$ cat config.mk
export PLATFORM = sky130hd
export DESIGN_NAME = jk_excitation_gen
export DESIGN_NICKNAME = d
export VERILOG_FILES = /design/src/rtl/jk_excitation_gen.sv
export SDC_FILE = /design/constraint.sdc
export NUM_CORES = 1
export LEC_CHECK = 0
export CORE_ASPECT_RATIO = 2
export CORE_MARGIN = 1.5
export CORE_UTILIZATION = 45
export CTS_CLUSTER_DIAMETER = 30
export CTS_CLUSTER_SIZE = 24
export DETAILED_ROUTE_END_ITERATION = 8
export PLACE_DENSITY = 0.8
export SLEW_MARGIN = 10
export SYNTH_ARGS = -nofsm -noshare
export SYNTH_HDL_FRONTEND = slang
export SYNTH_SLANG_ARGS = --single-unit
$ cat constraint.sdc
create_clock -name clk -period 2.09 [get_ports clk]
set_input_delay 0.627 -clock clk [delete_from_list [all_inputs] [get_ports clk]]
set_output_delay 0.627 -clock clk [all_outputs]
set_load 0.01 [all_outputs]
$ cat src/rtl/jk_excitation_gen.sv
// JK flip-flop stimulus driver and checker. Target Q bits are buffered in a FIFO and
// turned into J/K excitation codes. The DUT's Q feedback is checked LAT edges after each drive.
module jk_excitation_gen #(
  parameter int DEPTH = 4,
  parameter int LAT   = 2,
  parameter int CNT_W = 8
) (
  input  logic             clk,
  input  logic             rst_n,
  input  logic             tgt_valid,
  input  logic             tgt_bit,
  output logic             tgt_ready,
  input  logic             hold,
  input  logic             q_fb,
  input  logic             clr_err,
  output logic             j,
  output logic             k,
  output logic             drive_valid,
  output logic             err,
  output logic [CNT_W-1:0] err_count,
  output logic             busy
);

  // state  | meaning
  // IDLE   | FIFO empty, no checks pending
  // DRIVE  | FIFO holds targets still to be driven
  // DRAIN  | FIFO empty, checks still in flight
  typedef enum logic [1:0] {S_IDLE, S_DRIVE, S_DRAIN} state_t;

  localparam int AW = (DEPTH > 1) ? $clog2(DEPTH) : 1;

  state_t           state_q, state_d;
  logic [AW:0]      wr_ptr_q, wr_ptr_d, rd_ptr_q, rd_ptr_d;
  logic [DEPTH-1:0] mem_q, mem_d;
  logic             q_model_q, q_model_d;
  logic             j_q, j_d, k_q, k_d, dv_q, dv_d, err_q, err_d;
  logic [CNT_W-1:0] cnt_q, cnt_d;
  logic [LAT-1:0]   pv_q, pv_d, pe_q, pe_d;

  logic empty, full, push, pop, pop_bit, mismatch, empty_nxt, pipe_nxt;

  assign empty    = (wr_ptr_q == rd_ptr_q);
  assign full     = (wr_ptr_q[AW] != rd_ptr_q[AW]) && (wr_ptr_q[AW-1:0] == rd_ptr_q[AW-1:0]);
  assign push     = tgt_valid && !full;
  assign pop      = !empty && !hold;
  assign pop_bit  = mem_q[rd_ptr_q[AW-1:0]];
  assign mismatch = pv_q[LAT-1] && (q_fb != pe_q[LAT-1]);

  always_comb begin
    wr_ptr_d  = wr_ptr_q;
    rd_ptr_d  = rd_ptr_q;
    mem_d     = mem_q;
    q_model_d = q_model_q;
    cnt_d     = cnt_q;
    state_d   = state_q;

    if (push) begin
      mem_d[wr_ptr_q[AW-1:0]] = tgt_bit;
      wr_ptr_d = wr_ptr_q + 1'b1;
    end
    if (pop) begin
      rd_ptr_d  = rd_ptr_q + 1'b1;
      q_model_d = pop_bit;
    end

    // Don't-care halves of the excitation table are tied to 0.
    j_d  = pop && pop_bit && !q_model_q;
    k_d  = pop && !pop_bit && q_model_q;
    dv_d = pop;

    pv_d[0] = pop;
    pe_d[0] = pop_bit;
    for (int i = 1; i < LAT; i++) begin
      pv_d[i] = pv_q[i-1];
      pe_d[i] = pe_q[i-1];
    end

    err_d = mismatch;
    if (clr_err)
      cnt_d = '0;
    else if (mismatch && (cnt_q != '1))
      cnt_d = cnt_q + 1'b1;

    // Decide on next-cycle occupancy so busy drops on the edge that retires the last check.
    empty_nxt = (wr_ptr_d == rd_ptr_d);
    pipe_nxt  = |pv_d;
    case (state_q)
      S_IDLE:  if (!empty_nxt) state_d = S_DRIVE;
      S_DRIVE: if (empty_nxt) state_d = pipe_nxt ? S_DRAIN : S_IDLE;
      S_DRAIN: begin
        if (!empty_nxt)     state_d = S_DRIVE;
        else if (!pipe_nxt) state_d = S_IDLE;
      end
      default: state_d = S_IDLE;
    endcase
  end

  always_ff @(posedge clk or negedge rst_n) begin
    if (!rst_n) begin
      state_q   <= S_IDLE;
      wr_ptr_q  <= '0;
      rd_ptr_q  <= '0;
      mem_q     <= '0;
      q_model_q <= 1'b0;
      j_q       <= 1'b0;
      k_q       <= 1'b0;
      dv_q      <= 1'b0;
      err_q     <= 1'b0;
      cnt_q     <= '0;
      pv_q      <= '0;
      pe_q      <= '0;
    end else begin
      state_q   <= state_d;
      wr_ptr_q  <= wr_ptr_d;
      rd_ptr_q  <= rd_ptr_d;
      mem_q     <= mem_d;
      q_model_q <= q_model_d;
      j_q       <= j_d;
      k_q       <= k_d;
      dv_q      <= dv_d;
      err_q     <= err_d;
      cnt_q     <= cnt_d;
      pv_q      <= pv_d;
      pe_q      <= pe_d;
    end
  end

  assign tgt_ready   = !full;
  assign j           = j_q;
  assign k           = k_q;
  assign drive_valid = dv_q;
  assign err         = err_q;
  assign err_count   = cnt_q;
  assign busy        = (state_q != S_IDLE);

endmodule
After elaboration in Yosys (flattened, before gate mapping):

Index checks and enable logic that the tools add are counted.

* word-level logic and storage cells: 64
* register bits: 29

* reduce and logical (&&, ||, !) cells: 20
* $lt $le $gt $ge: 3
* equal/unequal tests: 11
* add/sub/neg operators: 3
* muxes and demuxes: 15

Operators by type and width (count)
* $mux 8: 2
* $logic_and 1x1->1: 10
* $mux 2: 5
* $add 8x1->8 const B: 1
* $ne 8x8->1 const B: 1
* $add 3x1->3 const B: 2
* $eq 3x3->1: 2
* $lt 2x3->1 const B: 2
* $mux 3: 2
* $pmux 2 s3: 1
* $logic_not 1->1: 5
* $bwmux 4: 1
* $ne 2x2->1 const B: 2
* $reduce_bool 2->1: 2
* $ne 3x3->1 const B: 1
* $reduce_and 3->1: 1
* $bmux 1 s2: 1
* $demux 1 s2: 1
* $eq 2x1->1 const B: 1
* $eq 2x2->1: 1
* $eq 2x2->1 const B: 1
* $ge 2x1->1 const B: 1
* $logic_not 2->1: 1
* $mux 1: 2
* 2 further kinds: 3

Longest topological paths before layout:

* depth in word-level cells: 8
* depth in mapped cells: 6
* mapped depth without buffers: 6

Worst setup path before layout:

Ideal clock, no wire load.

* kind: reg2out
* from: register rd_ptr_q[0]
* to: output port tgt_ready
* cell stages (with the launch flop): 4
* required time: 1.463 ns
* arrival: 1.095 ns
* setup slack: 0.368 ns
* cells stage by stage: dfrtp_1 xor2_2 nor2_1 nand2_1

* word-level cells in the longest chain between the ends: 3

RTL lines
* from (decl): RTL line 33 `logic [AW:0] wr_ptr_q, wr_ptr_d, rd_ptr_q, rd_ptr_d;`
* from (signal assigned): RTL line 115 `rd_ptr_q <= rd_ptr_d;`
* $eq 2x2->1: RTL line 43 `assign full = (wr_ptr_q[AW] != rd_ptr_q[AW]) && (wr_ptr_q[AW-1:0] == rd_ptr_q[AW-1:0]);`
* $logic_and 1x1->1: RTL line 43
* $logic_not 1->1: RTL line 128 `assign tgt_ready = !full;`
* to (decl): RTL line 12 `output logic tgt_ready,`

Every way passes these cells.

Worst setup path in the final report:

* from: register wr_ptr_q[0]
* to: output port tgt_ready

* word-level cells in the longest chain between the ends: 3

RTL lines
* from (decl): RTL line 33
* from (signal assigned): RTL line 114 `wr_ptr_q <= wr_ptr_d;`
* $eq 2x2->1: RTL line 43
* $logic_and 1x1->1: RTL line 43
* $logic_not 1->1: RTL line 128

Every way passes these cells.

==> results.sh <==
export IMPL_reg2reg_depth=7
export IMPL_synthTopCellsByCount="28 x dfrtp_1, 13 x nor2_1, 12 x nand2_1"
export IMPL_syn2layout_area_growth_pct=28.67
export IMPL_arrival_ns=1.36
export IMPL_syn_area_um2=1458
export IMPL_r2r_slack_ns=0.18
export IMPL_post_route_util=0.6010
export IMPL_p_per_area_nw_per_um2=1543
export IMPL_synth_top_area_frac=0.4807
export IMPL_r2r_start="wr_ptr_q[0]$_DFF_PN0_"
export IMPL_ys_seq_area_frac=0.4807
export IMPL_dieArea_um2=3611
export IMPL_num_nets_final=183
export IMPL_power_leakage_nw=0.8173
export IMPL_max_slew_margin_rel=0.7311
export IMPL_clkSinkCount=28
export IMPL_antenna_found_initial=0
export IMPL_reg2reg_to="state_q[1]$_DFFE_PN0P_"
export IMPL_synth_top_family_by_area="simple AND/OR/NAND/NOR gates"
export IMPL_yosys_warnings=0
export IMPL_place_congestion=0.8618
export IMPL_globalRouteOverflowTotal=0
export IMPL_drive_gt1_frac=0.1716
export IMPL_wire_per_inst_um=14.78
export IMPL_finalSetupViolations=0
export IMPL_hold_buffers=0
export IMPL_finalHoldViolations=0
export IMPL_insertion_delay_ns=0.27
export IMPL_die_x_um=43.25
export IMPL_clock_path_buffers=2
export IMPL_status="finished clean"
export IMPL_grt_pass1_wl_mm=5.278
export IMPL_holdPathStages=0
export IMPL_cts_root_buf="clkbuf_8"
export IMPL_min_period_over_period=0.9514
export IMPL_num_vias=1120
export IMPL_synth_area_mux_share=0.06953
export IMPL_min_from="pe_q[0]$_DFF_PN0_"
export IMPL_wl_mm=2.955
export IMPL_port_buffers=20
export IMPL_grtUsageTotal=0.1915
export IMPL_dp_cells=195
export IMPL_rsz0062_at_grt="no"
export IMPL_crit_fanout=2
export IMPL_synth_ff_type="dfrtp_1"
export IMPL_synth_nets=145
export IMPL_grt_pass1_vias=1237
export IMPL_maxCapViolations=0
export IMPL_drc=0
export IMPL_detail_route_antenna_nets=0
export IMPL_ir_drop_mv=1.186
export IMPL_grt_max_degree=29
export IMPL_synth_simple_gate_area_frac=0.1528
export IMPL_synthXorXnorAreaFrac=0.1124
export IMPL_die_y_um=83.49
export IMPL_rows=29
export IMPL_cts_max_level=1
export IMPL_synth_area_top_cells="dfrtp_1 48%, xnor2_1 6.0%, ha_1 5.2%"
export IMPL_synth_compound_area_frac=0.1124
export IMPL_critical_path_class="reg2out"
export IMPL_tightestPinTransition_ns=0.3991
export IMPL_synthAdderAreaFrac=0.05150
export IMPL_avgViaCountPerCell=5.600
export IMPL_yosys_cell_count_top_type="dfrtp_1"
export IMPL_initial_core_util=0.4671
export IMPL_clk_pin_slew_ns=0.09
export IMPL_first_pass_iters=4
export IMPL_worstSetupEndpointType="primary output"
export IMPL_required_ns=1.46
export IMPL_clock_skew_final_ns=0.002841
export IMPL_synth_edf_count=0
export IMPL_min_period_ns=1.988
export IMPL_synth_ff_latch_count=28
export IMPL_layout_cells_non_filler=200
export IMPL_start_kind="flip-flop"
export IMPL_antenna_cells=0
export IMPL_fin_hold_ws_ns=0.3563
export IMPL_cts_buffers=3
export IMPL_cts_tree="done"
export IMPL_drv_slew=0
export IMPL_core_area_um2=3120
export IMPL_ios=21
export IMPL_min_path_type="reg2reg"
export IMPL_syn_inst=132
export IMPL_syn_area_per_cell_um2=11.04
export IMPL_synth_cell_types=37
export IMPL_max_freq_mhz=502.9
export IMPL_synth_top_area_cell="dfrtp_1"
export IMPL_dp_hpwl_mm=2.485
export IMPL_whs_endpoint="pe_q[1]$_DFF_PN0_"
export IMPL_drtIter0Drc=21
export IMPL_ys_async_sr_fraction=1.000
==> stage by stage <==
stage | setup slack, ns | setup TNS (ns) | cell area [µm²] | total power, mW
6_report | 0.1016 | 0 | 1876 | 2.893
5_1_grt | 0.02576 | 0 | 1876 | 3.118
4_1_cts | 0.02521 | 0 | 1867 | 2.896
3_5_place_dp | -0.05884 | -0.1751 | 1790 | 2.480
3_3_place_gp | 0.009814 | 0 | 1790 | 2.382
2_1_floorplan | 0.3677 | 0 | 1458 | 1.834
==> critical path: stages, from the launching register on <==
cell and delay, ns:
dfrtp_1 0.42, xor2_2 0.20, nor2_1 0.13, nand2_1 0.09
clkdlybuf4s15_1 0.24
==> worst max path at each step <==
stage,start,slack [ns],endpoint
6_report,wr_ptr_q[0]$_DFF_PN0_,0.10,tgt_ready
5_1_grt,wr_ptr_q[0]$_DFF_PN0_,0.03,tgt_ready
4_1_cts,wr_ptr_q[0]$_DFF_PN0_,0.03,tgt_ready
3_5_place_dp,hold,-0.06,state_q[0]$_DFFE_PN0P_
3_3_place_gp,hold,0.01,state_q[1]$_DFFE_PN0P_
2_1_floorplan,rd_ptr_q[0]$_DFF_PN0_,0.37,tgt_ready
==> cells in the final DEF (no fill, tap or decap), drive strengths merged, types with 2 or more instances in the layout <==
cell / netlist / routed
dfrtp: 28 / 28
clkdlybuf4s50: 0 / 18
buf: 1 / 14
nor2: 13 / 13
nand2: 12 / 12
xnor2: 11 / 11
inv: 7 / 7
ha: 6 / 6
xor2: 6 / 6
nand3: 5 / 5
a21oi: 4 / 4
o21ai: 4 / 4
mux2: 4 / 4
mux2i: 3 / 3
and2: 3 / 3
clkbuf: 0 / 3
a31oi: 3 / 3
nor2b: 2 / 2
and4: 2 / 2
nor3: 2 / 2
or3: 2 / 2
==> final cells by class <==
class,count,area (µm²)
fill,273,1245
multi-input combinational,96,734.5
sequential,28,700.7
timing repair buffer,34,304.0
clock buffer,3,41.29
tap,31,38.79
clock inverter,1,30.03
inverter,7,26.28
==> logic make-up after synthesis <==
| family | Yosys count |
|---|---|
| AO/OA/AOI/OAI | 19 |
| XOR/XNOR | 17 |
| adder cells (fa/ha/maj) | 6 |
| buffers and inverters | 8 |
| flip-flops | 28 |
| multiplexers | 8 |
| AND/OR/NAND/NOR | 46 |
==> power by group <==
part | total (mW) | switching (mW) | leakage [nW] | internal, mW
registers | 0.881 | 0.141 | 0.352 | 0.740
clock network | 0.418 | 0.161 | 0.0357 | 0.256
logic | 1.59 | 0.809 | 0.429 | 0.785
total | 2.89 | 1.11 | 0.817 | 1.78
==> state kept, by name, summed over array words and instances, names as in the netlist <==
signal	count
err_count	8
rd_ptr_q	3
q_model_q	1
err	1
j	1
pe_q	2
state_q	2
k	1
wr_ptr_q	3
pv_q	2
mem_q	4
==> layer usage <==
metal  global-route usage  wire, µm  up-vias
met2               0.3609      1836       26
li1                     -         -      534
met5                    0         0        -
met1               0.1983       977      554
met4              0.07989        63        0
met3              0.02381        78        6
==> timing repair <==
| item | 4_1_cts | 5_1_grt |
|---|---|---|
| endpoints found under the setup margin | 2 | 3 |
| pin swaps | 1 | 1 |
| resized for setup | 2 | 2 |
| hold endpoints to repair | 0 | 0 |
| buffers inserted | 1 | 0 |
No activity file was read; power rests on OpenSTA's default activity.
